**config.mk**
```make
export PLATFORM = sky130hd
export DESIGN_NAME = bsg_manycore_block_mem_amo_unit
export DESIGN_NICKNAME = d
export VERILOG_FILES = /design/src/rtl/bsg_manycore_block_mem_amo_unit.sv
export SDC_FILE = /design/constraint.sdc
export NUM_CORES = 1
export LEC_CHECK = 0
export CAP_MARGIN = 10
export CORE_MARGIN = 2
export CORE_UTILIZATION = 45
export DETAILED_ROUTE_END_ITERATION = 12
export PLACE_DENSITY = 0.82
export SYNTH_ARGS = -nofsm -noshare
export SYNTH_HDL_FRONTEND = slang
export SYNTH_SLANG_ARGS = --single-unit
```
**constraint.sdc**
```tcl
create_clock -name clk_i -period 4.07 [get_ports clk_i]
set_clock_uncertainty 0.15 [all_clocks]
set_input_delay 0.814 -clock clk_i [delete_from_list [all_inputs] [get_ports clk_i]]
set_output_delay 0.814 -clock clk_i [all_outputs]
set_load 0.01 [all_outputs]
```
**src/rtl/bsg_manycore_block_mem_amo_unit.sv**
```systemverilog
//------------------------------------------------------------------------------
// Module  : bsg_manycore_block_mem_amo_unit
// Brief   : Serialising request unit in front of the block-mem SRAM macro.
//           Executes LOAD/STORE directly and AMOs (swap/add/or/and, plus
//           optional signed min/max) as a locked read-modify-write, returning
//           one response per request on a valid/ready channel.
// Config  : BSG_MANYCORE_BMEM_AMO_MINMAX_EN enables AMOMIN/AMOMAX (ops 6/7);
//           without it those ops run as LOAD and flag err_o.
// Revision: 1.0 - initial release
//------------------------------------------------------------------------------
`default_nettype none

`ifndef BSG_SAFE_CLOG2
`define BSG_SAFE_CLOG2(x) (((x) == 1) ? 1 : $clog2(x))
`endif

module bsg_manycore_block_mem_amo_unit #(
  parameter  int data_width_p        = 32,
  parameter  int mem_size_in_words_p = 1024,
  localparam int addr_width_lp       = `BSG_SAFE_CLOG2(mem_size_in_words_p),
  localparam int mask_width_lp       = data_width_p / 8
) (
  input  logic                     clk_i,
  input  logic                     reset_i,

  input  logic                     v_i,
  output logic                     ready_o,
  input  logic [2:0]               op_i,
  input  logic [addr_width_lp-1:0] addr_i,
  input  logic [data_width_p-1:0]  data_i,
  input  logic [mask_width_lp-1:0] mask_i,

  output logic                     mem_v_o,
  output logic                     mem_w_o,
  output logic [addr_width_lp-1:0] mem_addr_o,
  output logic [data_width_p-1:0]  mem_data_o,
  output logic [mask_width_lp-1:0] mem_mask_o,
  input  logic [data_width_p-1:0]  mem_data_i,

  output logic                     v_o,
  output logic [data_width_p-1:0]  data_o,
  output logic                     err_o,
  input  logic                     ready_i
);

  localparam logic [2:0] c_op_load = 3'd0;
  localparam logic [2:0] c_op_store = 3'd1;
  localparam logic [2:0] c_op_swap = 3'd2;
  localparam logic [2:0] c_op_add = 3'd3;
  localparam logic [2:0] c_op_or = 3'd4;
  localparam logic [2:0] c_op_and = 3'd5;
  localparam logic [2:0] c_op_min = 3'd6;
  localparam logic [2:0] c_op_max = 3'd7;

  localparam logic [1:0] c_state_idle = 2'd0;
  localparam logic [1:0] c_state_issue = 2'd1;
  localparam logic [1:0] c_state_resp = 2'd2;

  logic [1:0]               r_state;
  logic [2:0]               r_op;
  logic [addr_width_lp-1:0] r_addr;
  logic [data_width_p-1:0]  r_data;
  logic [data_width_p-1:0]  r_resp_data;
  logic                     r_err;

  logic                     w_ready;
  logic                     w_accept;
  logic                     w_rmw;
  logic                     w_unsupported;
  logic                     w_mem_v;
  logic [data_width_p-1:0]  w_new;

  // Only one request in flight: accept solely from IDLE and never under reset.
  assign w_ready  = (r_state == c_state_idle) && !reset_i;
  assign w_accept = v_i && w_ready;
  assign ready_o  = w_ready;

  assign v_o    = (r_state == c_state_resp);
  assign data_o = r_resp_data;
  assign err_o  = r_err;

  // Classify the latched op: which ops write back, and which are unsupported.
  always_comb begin
    w_rmw         = 1'b0;
    w_unsupported = 1'b0;
    case (r_op)
      c_op_swap, c_op_add, c_op_or, c_op_and: w_rmw = 1'b1;
`ifdef BSG_MANYCORE_BMEM_AMO_MINMAX_EN
      c_op_min, c_op_max: w_rmw = 1'b1;
`else
      c_op_min, c_op_max: w_unsupported = 1'b1;
`endif
      default: w_rmw = 1'b0;
    endcase
  end

  // AMO new value computed from the old word returned by the SRAM.
  always_comb begin
    w_new = mem_data_i;
    case (r_op)
      c_op_swap: w_new = r_data;
      c_op_add:  w_new = mem_data_i + r_data;
      c_op_or:   w_new = mem_data_i | r_data;
      c_op_and:  w_new = mem_data_i & r_data;
`ifdef BSG_MANYCORE_BMEM_AMO_MINMAX_EN
      c_op_min:  w_new = ($signed(mem_data_i) < $signed(r_data)) ? mem_data_i : r_data;
      c_op_max:  w_new = ($signed(mem_data_i) > $signed(r_data)) ? mem_data_i : r_data;
`endif
      default:   w_new = mem_data_i;
    endcase
  end

  // SRAM port: request access straight from the inputs in IDLE, AMO write-back in ISSUE.
  always_comb begin
    w_mem_v    = 1'b0;
    mem_w_o    = 1'b0;
    mem_addr_o = addr_i;
    mem_data_o = data_i;
    mem_mask_o = {mask_width_lp{1'b1}};
    case (r_state)
      c_state_idle: begin
        w_mem_v = v_i;
        if (op_i == c_op_store) begin
          mem_w_o    = 1'b1;
          mem_mask_o = mask_i;
        end
      end
      c_state_issue: begin
        w_mem_v    = w_rmw;
        mem_w_o    = 1'b1;
        mem_addr_o = r_addr;
        mem_data_o = w_new;
      end
      default: w_mem_v = 1'b0;
    endcase
  end

  // Reset suppresses any SRAM access, including a pending AMO write-back.
  assign mem_v_o = w_mem_v && !reset_i;

  // Control FSM with operand latching and response capture.
  always_ff @(posedge clk_i) begin
    if (reset_i) begin
      r_state     <= c_state_idle;
      r_op        <= c_op_load;
      r_addr      <= '0;
      r_data      <= '0;
      r_resp_data <= '0;
      r_err       <= 1'b0;
    end else begin
      case (r_state)
        c_state_idle: begin
          if (w_accept) begin
            r_op    <= op_i;
            r_addr  <= addr_i;
            r_data  <= data_i;
            r_state <= c_state_issue;
          end
        end
        c_state_issue: begin
          r_resp_data <= (r_op == c_op_store) ? '0 : mem_data_i;
          r_err       <= w_unsupported;
          r_state     <= c_state_resp;
        end
        c_state_resp: begin
          if (ready_i) begin
            r_state <= c_state_idle;
          end
        end
        default: r_state <= c_state_idle;
      endcase
    end
  end

endmodule

`default_nettype wire
```
==> impl_results.md <==
* Metal1 wirelength at 10700 um
* Core Rows at 45
* Placed insts at about 1500
* Top_reg_cell synth: dfxtp_1
* Register area share after synthesis at 22.6%
* Final hold viol count at 0
* DRT antenna net count at 0
* Ranking of synthesized cells by area: dfxtp_1 (23%), nand2_1 (12%), ha_1 (11%), a21oi_1 (7.1%), o21ai_0 (5.8%)
* Cell with the most instances after synthesis: nand2_1
* Total global-route track usage at around 30%
* EDFF count, synth at 0
* Mapped cell area at 7090 um2
* Seq pwr share at 29.6%
* Crit path DAT at 3200 ps
* Worst Path Buf+Inv at 5
* Crit-path cells: buf_8 > ha_4 > inv_4 > fa_2 > and2b_2 > o31ai_4 > a211oi_2 > buf_4 > nor2b_4 > buf_6 > nor2_2 > a311oi_2 > xor2_1 > o211ai_1 > buf_2
* Synthesized Nets at 1204
* Startpoint types: primary input
* Routed wl met3 at 2080 um
* CP max FO at 4
* Layout Nets at approximately 1500
* Global-route wire length before repair at 40600 um
* Final period utilization at 102%
* Root Driver: clkbuf_16
* PortBufs at 167
* Drt drc at 0
* Full die area at 16800 um2
* RSZ-0062 raised after global routing: yes
* Status: complete, but fails checks
* WL/cell at 17.4 um
* N_diodes at 0
* Net Switching at 1.03 mW
* Initial antenna violation count at 0
* Delay-heaviest family, CP: compound AO/OA/AOI/OAI gates
* Routed WL at 26700 um
* Yosys reg bits at 80
* Met2 wire length at about 13000 um
* Clock share of power at 30.1%
* Remaining Overflow, GRT at 0
* Cts bufs inserted at 9
* Layout cells sized above 1 at 26.7%
* Multi-input gate area at 5730 um2
* Reg area at 1610 um2
* Async SR Flop Fraction at 0%
* Slew Viols, Final at 0
* Worst VDD drop at 0.212 mV
* First-pass DRT Iterations at 5
* Fillers at 1175
* Crit Path Class: primary input to output port
* Placer Congestion at roughly 0.97
* Worst EP required at between 3000 and 4000 ps
* # IOs at about 170
* Max Fclk at between 200 and 250 MHz
* Sw frac at 34.6%
* Headroom to the max-slew limit at a little over a quarter
* Top Layer Used: met4
* CTS H-tree lvls at 3
* Syn Area/Cell at 6.72 um2
* Clock sinks at 80
* MaxCap Viol Count at 0
* Logic pwr share at 40.2%
* Yosys warning count at 0
* Clock transition at path regs at around 60 ps
* Largest net degree at the start of global routing at 85
* Initial core utilization at 46.3%
* Clock Tree Buf Depth at 2
* Synth top area share at 22.6%
* Crit path largest cell delay at 290 ps
* CTS tree: built
* Power Total at 2.97 mW
* Vias per cell at 5.77
* Hold buffer count at CTS at 0
* Pre-CTS setup slack at -1000 ps
* Most frequent cells after synthesis: nand2_1 (225), a21oi_1 (100), o21ai_0 (82), dfxtp_1 (80), inv_1 (73)
* Int Pwr at 1.94 mW
* Failing checks: setup timing
* Setup violators final at 5
* Vias in the first global route at 8412
* Power per cell area at 269 nW/um2
* CP endpoint kind: output port
* Cells after Synth at approximately 1100
* Area leader, netlist: dfxtp_1
* Via count at 8854
* Clock latency on the worst-skew pair at about 340 ps
* Worst Tran Pin Value at 1100 ps
* LEAKAGE at roughly 4.6 nW
* Synth cell types at 58
* Area Overhead vs Synth at 55.8%
* Critical-path top delay cell: a311oi_2
* Die width at 129 um
* Layout Cells excl Fill at around 1500
* CORE AREA at 15300 um2
* Initial DRC count at 806
* Final min period at 4170 ps
* DP HPWL at 16900 um
* Final worst slack at -95.6 ps
* Die Y at approximately 130 um
* HP Class: register to register
==> layer usage <==
layer  GRT usage, %  up-vias
li1               -     4177
met1           36.5     4173
met2           52.7      430
met3           4.87       74
met4           12.8        0
met5              0        -
==> path summary, 6_finish.rpt <==
kind,start,endpoint,slack [ps],cells after the start
worst min-delay path,r_addr[9],r_addr[9],310,2
worst min register to register,r_addr[9],r_addr[9],310,2
worst max-delay path,mem_data_i[0],mem_data_o[16],-100,15
worst max register to register,r_op[0],data_o[24],1770,6
==> sequential cells by signal (all words and copies together) (netlist names) <==
name	count
r_state	2
r_addr	10
r_data	32
err_o	1
r_op	3
data_o	32
==> metrics by stage <==
stage               cell area, um2  utilization (%)  TNS [ps]  hold WS, ps
floorplan                     7090                -         0          287
global placement              9760             63.7    -19990          293
detailed placement            9760             63.7    -20440          300
CTS                          10700             69.9      -294          308
global route                 11000             72.1     -1300          329
finish                       11000             72.1      -276          307
==> worst reg2reg max path, stage by stage (launching register included) <==
cell and delay [ps]:
dfxtp_1 310, inv_2 330, buf_4 420, o31a_1 330
buf_4 420, a22oi_1 140, nor2_1 120
==> cell type report <==
type | instances | share of cell area, %
Clock buffer | 14 | 2.57
Clock inverter | 2 | 0.317
Inverter | 74 | 2.56
Multi-Input combinational cell | 823 | 51.9
Sequential cell | 80 | 14.6
Tap cell | 211 | 2.39
Timing Repair Buffer | 331 | 25.7
==> cells by family after synthesis <==
kind of cell / after synthesis / synth area share, %
compound gates: 347 / 30.8
fa+ha+maj: 65 / 11.6
buf+inv: 151 / 8.23
flops: 80 / 22.6
mux: 8 / 1.13
xor+xnor: 24 / 2.97
simple gates: 379 / 22.6
==> cells in the final DEF, fill, tap and decap left out, types with 5 or more instances in the layout <==
cell             netlist  final
a31oi_1                7      5
inv_2                  1     17
a211oi_1               9      9
or2_2                  5      5
xnor2_1               13     11
o21ai_2                1      6
o21ai_1               16     18
nand2b_1              10      8
xor2_1                11     10
dfxtp_1               80     78
buf_6                  1     15
o211ai_1              41     41
nand4_1                7      7
a21oi_2                0     12
o21ai_0               82     73
inv_1                 73     55
nand3_1               29     29
buf_2                  7     17
dlygate4sd2_1          0     14
a21o_1                14     14
ha_1                  64     20
nand2_1              225    221
buf_4                  0    147
a22oi_1               34     33
o21a_1                 9      9
ha_2                   0     10
mux2i_1                8      8
nor2_1                72     66
a21oi_1              100     84
clkbuf_16              0      9
clkdlybuf4s50_1        0    113
ha_4                   0     34
nor2_2                 0      6
clkbuf_2               0     13
==> power by group through the flow <==
stage                     logic, mW  clock network, mW  registers, mW
after CTS                      1.11              0.894          0.876
after global placement        0.999                  0          0.889
final                          1.19              0.895          0.880
after global routing           1.29              0.924          0.887
after detailed placement       1.02                  0          0.892
after floorplan               0.545                  0          0.879
==> repair_timing <==
action,4_1_cts,5_1_grt
pin swaps,47,40
endpoints found under the setup margin,31,24
setup buffers,15,20
gates resized for setup,231,88
endpoints found under the hold margin,0,0
(Power assumes the default switching activity.)
